File: config.mk
export PLATFORM = sky130hd
export DESIGN_NAME = player_input_cond
export DESIGN_NICKNAME = d
export VERILOG_FILES = /design/src/rtl/player_input_cond_pkg.sv /design/src/rtl/player_input_cond_checker.sv /design/src/rtl/player_input_cond_debounce_ch.sv /design/src/rtl/player_input_cond.sv
export SDC_FILE = /design/constraint.sdc
export NUM_CORES = 1
export LEC_CHECK = 0
export ABC_AREA = 1
export BUFFER_PORTS_ARGS = -buffer_cell sky130_fd_sc_hd__buf_2
export CORE_MARGIN = 2
export CORE_UTILIZATION = 50
export CTS_CLUSTER_SIZE = 40
export DETAILED_ROUTE_END_ITERATION = 16
export PLACE_DENSITY_LB_ADDON = 0.15
export SLEW_MARGIN = 0
export SYNTH_ARGS = -nofsm -noshare
export SYNTH_HDL_FRONTEND = slang
export SYNTH_SLANG_ARGS = --single-unit
export TNS_END_PERCENT = 5
File: constraint.sdc
create_clock -name clk -period 1.33 [get_ports clk]
set_input_delay 0.0665 -clock clk [delete_from_list [all_inputs] [get_ports clk]]
set_output_delay 0.0665 -clock clk [all_outputs]
set_load 0.1 [all_outputs]
File: src/rtl/player_input_cond_pkg.sv
// Shared types for the player input conditioning path.
package player_input_cond_pkg;

    // Direction currently granted to one player.
    typedef enum logic [1:0] {
        DIR_NONE  = 2'd0,
        DIR_LEFT  = 2'd1,
        DIR_RIGHT = 2'd2
    } dir_t;

    localparam int NUM_PLAYERS = 2;

endpackage : player_input_cond_pkg

File: src/rtl/player_input_cond_checker.sv
// Property checks on the conditioned outputs.
module player_input_cond_checker (
    input logic clk,
    input logic rst,
    input logic m_left,
    input logic m_right,
    input logic gpio_left,
    input logic gpio_right
);
    // A player must never be told to move both ways at once.
    p1_exclusive: assert property (@(posedge clk) disable iff (rst) !(m_left && m_right));
    p2_exclusive: assert property (@(posedge clk) disable iff (rst) !(gpio_left && gpio_right));

    // Outputs are cleared on any edge where reset is sampled.
    rst_clears: assert property (@(posedge clk) rst |=> !(m_left || m_right || gpio_left || gpio_right));

endmodule : player_input_cond_checker

File: src/rtl/player_input_cond_debounce_ch.sv
// One input channel: 2-FF synchroniser followed by a saturating-free
// debounce counter. dout only flips once the synchronised input has
// disagreed with it for DEBOUNCE_CYCLES consecutive cycles.
module debounce_ch #(
    parameter int DEBOUNCE_CYCLES = 65000
) (
    input  logic clk,
    input  logic rst,
    input  logic din,
    output logic dout
);
    localparam int CNT_W = $clog2(DEBOUNCE_CYCLES + 1);
    localparam logic [CNT_W-1:0] CNT_LAST = CNT_W'(DEBOUNCE_CYCLES - 1);

    logic             s1_r;
    logic             s2_r;
    logic             stable_r;
    logic [CNT_W-1:0] cnt_r;

    // Two-stage synchroniser; also used for the already-synchronous mouse
    // flags so that both players see identical latency.
    always_ff @(posedge clk) begin
        if (rst) begin
            s1_r <= 1'b0;
            s2_r <= 1'b0;
        end else begin
            s1_r <= din;
            s2_r <= s1_r;
        end
    end

    // Debounce: count consecutive disagreeing cycles, restart on any agreement.
    always_ff @(posedge clk) begin
        if (rst) begin
            stable_r <= 1'b0;
            cnt_r    <= {CNT_W{1'b0}};
        end else if (s2_r == stable_r) begin
            stable_r <= stable_r;
            cnt_r    <= {CNT_W{1'b0}};
        end else if (cnt_r == CNT_LAST) begin
            stable_r <= s2_r;
            cnt_r    <= {CNT_W{1'b0}};
        end else begin
            stable_r <= stable_r;
            cnt_r    <= cnt_r + {{(CNT_W-1){1'b0}}, 1'b1};
        end
    end

    assign dout = stable_r;

endmodule : debounce_ch

File: src/rtl/player_input_cond.sv
// Conditions raw left/right requests for both players: synchronise,
// debounce, then last-pressed-wins arbitration per player so that the
// movement controller never sees both directions of one player.
module player_input_cond
    import player_input_cond_pkg::*;
#(
    parameter int DEBOUNCE_CYCLES = 65000
) (
    input  logic clk,
    input  logic rst,
    input  logic m_left_raw,
    input  logic m_right_raw,
    input  logic gpio_left_raw,
    input  logic gpio_right_raw,
    output logic m_left,
    output logic m_right,
    output logic gpio_left,
    output logic gpio_right
);
    // Index 0 is player 1 (mouse), index 1 is player 2 (GPIO).
    logic [NUM_PLAYERS-1:0] raw_left_s;
    logic [NUM_PLAYERS-1:0] raw_right_s;
    logic [NUM_PLAYERS-1:0] stable_left_s;
    logic [NUM_PLAYERS-1:0] stable_right_s;
    logic [NUM_PLAYERS-1:0] left_q_s;
    logic [NUM_PLAYERS-1:0] right_q_s;

    assign raw_left_s  = {gpio_left_raw,  m_left_raw};
    assign raw_right_s = {gpio_right_raw, m_right_raw};

    for (genvar p = 0; p < NUM_PLAYERS; p++) begin : g_player
        dir_t last_r;
        dir_t last_nxt_s;
        logic prev_left_r;
        logic prev_right_r;
        logic left_out_r;
        logic right_out_r;
        logic rise_left_s;
        logic rise_right_s;

        debounce_ch #(.DEBOUNCE_CYCLES(DEBOUNCE_CYCLES)) u_db_left (
            .clk  (clk),
            .rst  (rst),
            .din  (raw_left_s[p]),
            .dout (stable_left_s[p])
        );

        debounce_ch #(.DEBOUNCE_CYCLES(DEBOUNCE_CYCLES)) u_db_right (
            .clk  (clk),
            .rst  (rst),
            .din  (raw_right_s[p]),
            .dout (stable_right_s[p])
        );

        assign rise_left_s  = stable_left_s[p]  & ~prev_left_r;
        assign rise_right_s = stable_right_s[p] & ~prev_right_r;

        // Next granted direction: newest press wins, right wins a tie,
        // release of the winner hands over to a still-held opposite.
        always_comb begin
            last_nxt_s = last_r;
            if (!stable_left_s[p] && !stable_right_s[p]) begin
                last_nxt_s = DIR_NONE;
            end else if (rise_right_s) begin
                last_nxt_s = DIR_RIGHT;
            end else if (rise_left_s) begin
                last_nxt_s = DIR_LEFT;
            end else if ((last_r == DIR_RIGHT) && !stable_right_s[p]) begin
                last_nxt_s = DIR_LEFT;
            end else if ((last_r == DIR_LEFT) && !stable_left_s[p]) begin
                last_nxt_s = DIR_RIGHT;
            end else if (last_r == DIR_NONE) begin
                last_nxt_s = stable_right_s[p] ? DIR_RIGHT : DIR_LEFT;
            end else begin
                last_nxt_s = last_r;
            end
        end

        // Arbitration state, edge-detect history and registered outputs.
        always_ff @(posedge clk) begin
            if (rst) begin
                last_r       <= DIR_NONE;
                prev_left_r  <= 1'b0;
                prev_right_r <= 1'b0;
                left_out_r   <= 1'b0;
                right_out_r  <= 1'b0;
            end else begin
                last_r       <= last_nxt_s;
                prev_left_r  <= stable_left_s[p];
                prev_right_r <= stable_right_s[p];
                left_out_r   <= (last_nxt_s == DIR_LEFT);
                right_out_r  <= (last_nxt_s == DIR_RIGHT);
            end
        end

        assign left_q_s[p]  = left_out_r;
        assign right_q_s[p] = right_out_r;
    end

    assign m_left     = left_q_s[0];
    assign m_right    = right_q_s[0];
    assign gpio_left  = left_q_s[1];
    assign gpio_right = right_q_s[1];

    player_input_cond_checker u_checker (
        .clk        (clk),
        .rst        (rst),
        .m_left     (m_left),
        .m_right    (m_right),
        .gpio_left  (gpio_left),
        .gpio_right (gpio_right)
    );

endmodule : player_input_cond

==> flow_summary.rst <==
.. list-table::
   :header-rows: 1

   * - Metric
     - Value
   * - Post-Synthesis Net Count
     - 627
   * - Clock network fraction of design power
     - 40.1%
   * - CORE AREA
     - 8260 µm²
   * - Required @ worst endpoint
     - 1570 ps
   * - Share of the synthesized area in the top cell type
     - 41.3%
   * - Top achievable clock speed
     - 795 MHz
   * - Number of different library cells in the post-synthesis netlist
     - 29
   * - Worst Tran Pin Value
     - 485 ps
   * - Register share of total power
     - 57.9%
   * - Summed instance area of the synthesized netlist
     - 4260 µm²
   * - Number of enable flip-flop cells after synthesis
     - 0
   * - Share of cells above drive strength 1
     - 20.4%
   * - Post-detailed-route count of antenna-violating nets
     - 0
   * - Final critical-path share of the clock period
     - 94.6%
   * - Synth warn
     - 0
   * - Final max-slew violation count
     - 0
   * - Tmin final
     - 1260 ps
   * - Top cell types by occurrence after synthesis
     - nand2_1 (138), nor2_1 (112), inv_1 (97)
   * - Overall power of the completed layout
     - 0.00458 W
   * - Net count of the finished layout
     - 682
   * - Antenna violations before repair
     - 0
   * - Routed wire length per instance
     - 10.5 µm
   * - I/O pin cnt
     - 10
   * - Syn Inst Count
     - 617
   * - First DRT Iteration DRCs
     - 130
   * - Number of placed instances with taps included
     - 758
   * - Filler cell count
     - 746
   * - Storage cell area
     - 1790 µm²
   * - Drt total wl
     - 8220 µm
   * - Via count of the first global-routing pass
     - 3,473
   * - Leakage power figure
     - 1.96 nW
   * - Total number of clock tree sinks
     - 88
   * - Worst Path Max Fanout
     - 4
   * - Site row count
     - 33
   * - Critical path launch point type
     - flip-flop
   * - Post-route clock skew
     - 15.6 ps
   * - Clock buffer count from CTS
     - 9
   * - Effective utilization at floorplan
     - 51.6%
   * - Clk slew on worst S/H paths
     - 90 ps
   * - Slowest-stage cell, CP
     - dfxtp_1
   * - Normalized max-slew margin
     - 67.9%
   * - Level count of the clock H-tree
     - 3
   * - Leftover overflow at the end of global routing
     - 0
   * - Sequential share of the synthesized area
     - 41.3%
   * - Buffers on Ports
     - 9
   * - Number of detailed-routing iterations run before antenna repair
     - 4
   * - Net switching power
     - 0.00102 W
   * - Worst Hold Class
     - in2reg
   * - Residual DRC
     - 0
   * - Clock buffer depth
     - 2
   * - Power Density
     - 912 nW/µm²
   * - Final count of negative-setup-slack endpoints
     - 0
   * - Switching power as a share of total power
     - 22.4%
   * - Cells along the critical path
     - ha_2, nand2_1, nor2_4, buf_4, xor2_1, nor2_2
   * - Status
     - finished, final reports clean
   * - Library cell used as clock root buffer
     - clkbuf_8
   * - Clock tree from TritonCTS
     - done
   * - Post-route non-filler standard cell count
     - 782
   * - Worst stage delay on the critical path
     - 350 ps
   * - Internal portion of total power
     - 0.00356 W
   * - Combinational group share of total power
     - 2.0%
   * - Largest net degree at the start of global routing
     - 17
   * - Setup repair after global routing missed its margin
     - yes
   * - Final hold vios
     - 0
   * - Utilization after layout
     - 60.8%
   * - Biggest area contributors in the synthesized netlist
     - dfxtp_1 (41%), nand2_1 (12%), nor2_1 (9.9%)
   * - Flip-flop cell with the highest count after synthesis
     - dfxtp_1
   * - Share of synthesized flip-flops with an asynchronous set or reset
     - 0%
   * - Die width
     - 96.4 µm
   * - Synthesis-to-layout area growth
     - 17.8%
   * - Via Count
     - 3,790
   * - FF+latch count, synth
     - 88
   * - Mean area per synthesized cell
     - 6.91 µm²
   * - Antenna fix cells
     - 0
   * - Crit end category
     - flip-flop
   * - Vertical die dimension
     - 96.4 µm
   * - Placed wire-length estimate after detailed placement
     - 6140 µm
   * - Startpoint-to-endpoint class of the critical path
     - reg2reg
   * - Final estimated routing congestion in global placement
     - 0.839
   * - First-pass GRT wire length
     - 14,800 µm
   * - Arrival time at the worst endpoint
     - 1500 ps
   * - Via/cell ratio
     - 4.85
   * - GRT Total Usage
     - 19.8%
   * - Max-capacitance violation count
     - 0
   * - Minimum setup slack after placement
     - -52.8 ps
   * - Top cell type by total area after synthesis
     - dfxtp_1
   * - Clock latency of the later-clocked register in the worst-skew pair
     - 350 ps
   * - Final Worst Setup Slack
     - 72.0 ps
   * - Multi-input gate area in the final layout
     - 2170 µm²
   * - Area enclosed by the die boundary
     - 9280 µm²
   * - Worst vdd rail ir drop
     - 0.529 mV
   * - Most frequent cell after synthesis
     - nand2_1
-- cells in the final DEF (no fill, tap or decap), drive strengths merged --
master and n:
nor2 132, dfxtp 88, o21ai 6, o211ai 1
nand2 143, clkinvlp 1, clkbuf 9, nand3b 3
dlygate4sd3 4, xor2 13, nand4 24, a21oi 28
o21a 1, nand3 51, ha 4, buf 47
or2 2, clkinv 3, xnor2 14, bufinv 1
inv 101, o21bai 1
-- routing by layer --
layer / part of all wire, % / global-route usage, % / up-vias
li1: - / - / 2018
met1: 48 / 25.4 / 1711
met2: 48 / 33.0 / 47
met3: 2.2 / 3.05 / 14
met4: 2.0 / 8.10 / 0
met5: 0 / 0 / -
-- layout make-up --
cell class,count,share of cell area [%]
Clock buffer,9,2.47
Timing Repair Buffer,51,7.37
Sequential cell,88,35.5
Clock inverter,7,1.39
Tap cell,105,2.61
Inverter,99,7.40
Multi-Input combinational cell,423,43.2
-- sequential cells by signal (all words and copies together), names as in the netlist --
signal                     count
m_left                         1
g_player.u_db_right.s2_r       2
m_right                        1
g_player.u_db_left.s1_r        2
g_player.u_db_left.s2_r        2
g_player.u_db_left.cnt_r      32
g_player.u_db_right.dout       2
g_player.last_r                4
g_player.prev_right_r          2
gpio_left                      1
gpio_right                     1
g_player.prev_left_r           2
g_player.u_db_left.dout        2
g_player.u_db_right.cnt_r     32
g_player.u_db_right.s1_r       2
-- worst max-delay path: cells and delay by family (launching register included) --
family	cells	cell delay, ps
fa+ha+maj	1	210
xor+xnor	1	170
flops	1	350
buf+inv	1	130
simple gates	3	310
-- metrics by stage --
stage	hold WS [ps]	cell area, µm²	setup TNS [ps]
2_1_floorplan	138	4260	0
3_3_place_gp	270	4620	0
3_5_place_dp	279	4620	-613
4_1_cts	61.2	4880	-17.8
5_1_grt	77.8	5020	-71.3
6_report	59.1	5020	0
-- cell families (layout without fill, tap and decap cells) --
| kind of cell | after synthesis | in the layout | synth area share, % |
|---|---|---|---|
| AND/OR/NAND/NOR | 354 | 355 | 36.6 |
| adder cells (fa/ha/maj) | 4 | 4 | 1.17 |
| AO/OA/AOI/OAI | 37 | 37 | 4.78 |
| XOR/XNOR | 27 | 27 | 5.55 |
| flip-flops | 88 | 88 | 41.3 |
| buffers and inverters | 107 | 166 | 10.6 |
-- final timing paths --
check,cells after the start,startpoint,end,slack [ps]
min reg2reg,2,g_player[1].u_db_left.s1_r$_SDFF_PP0_,g_player[1].u_db_left.s2_r$_SDFF_PP0_,410
min,4,rst,g_player[0].u_db_left.dout$_SDFFE_PP0P_,60
max reg2reg,6,g_player[1].u_db_left.cnt_r[1]$_SDFF_PP0_,g_player[1].u_db_left.cnt_r[4]$_SDFF_PP0_,70
max,6,g_player[1].u_db_left.cnt_r[1]$_SDFF_PP0_,g_player[1].u_db_left.cnt_r[4]$_SDFF_PP0_,70
-- power by group through the flow --
stage          logic (W)  clock network [W]  registers, W
6_report       0.0000912            0.00184       0.00266
5_1_grt         0.000102            0.00199       0.00266
4_1_cts        0.0000897            0.00189       0.00266
3_5_place_dp   0.0000792                  0       0.00272
3_3_place_gp   0.0000778                  0       0.00272
2_1_floorplan  0.0000552                  0       0.00272
-- timing repair --
item                       4_1_cts  5_1_grt
setup buffers                    0        3
gates resized for setup          7       43
hold endpoints to repair         4        0
pin swaps                        0        8
cloned                           0        1
hold buffers                     4        0
setup endpoints to repair       29       66
Power figures use the tool's default switching activity.
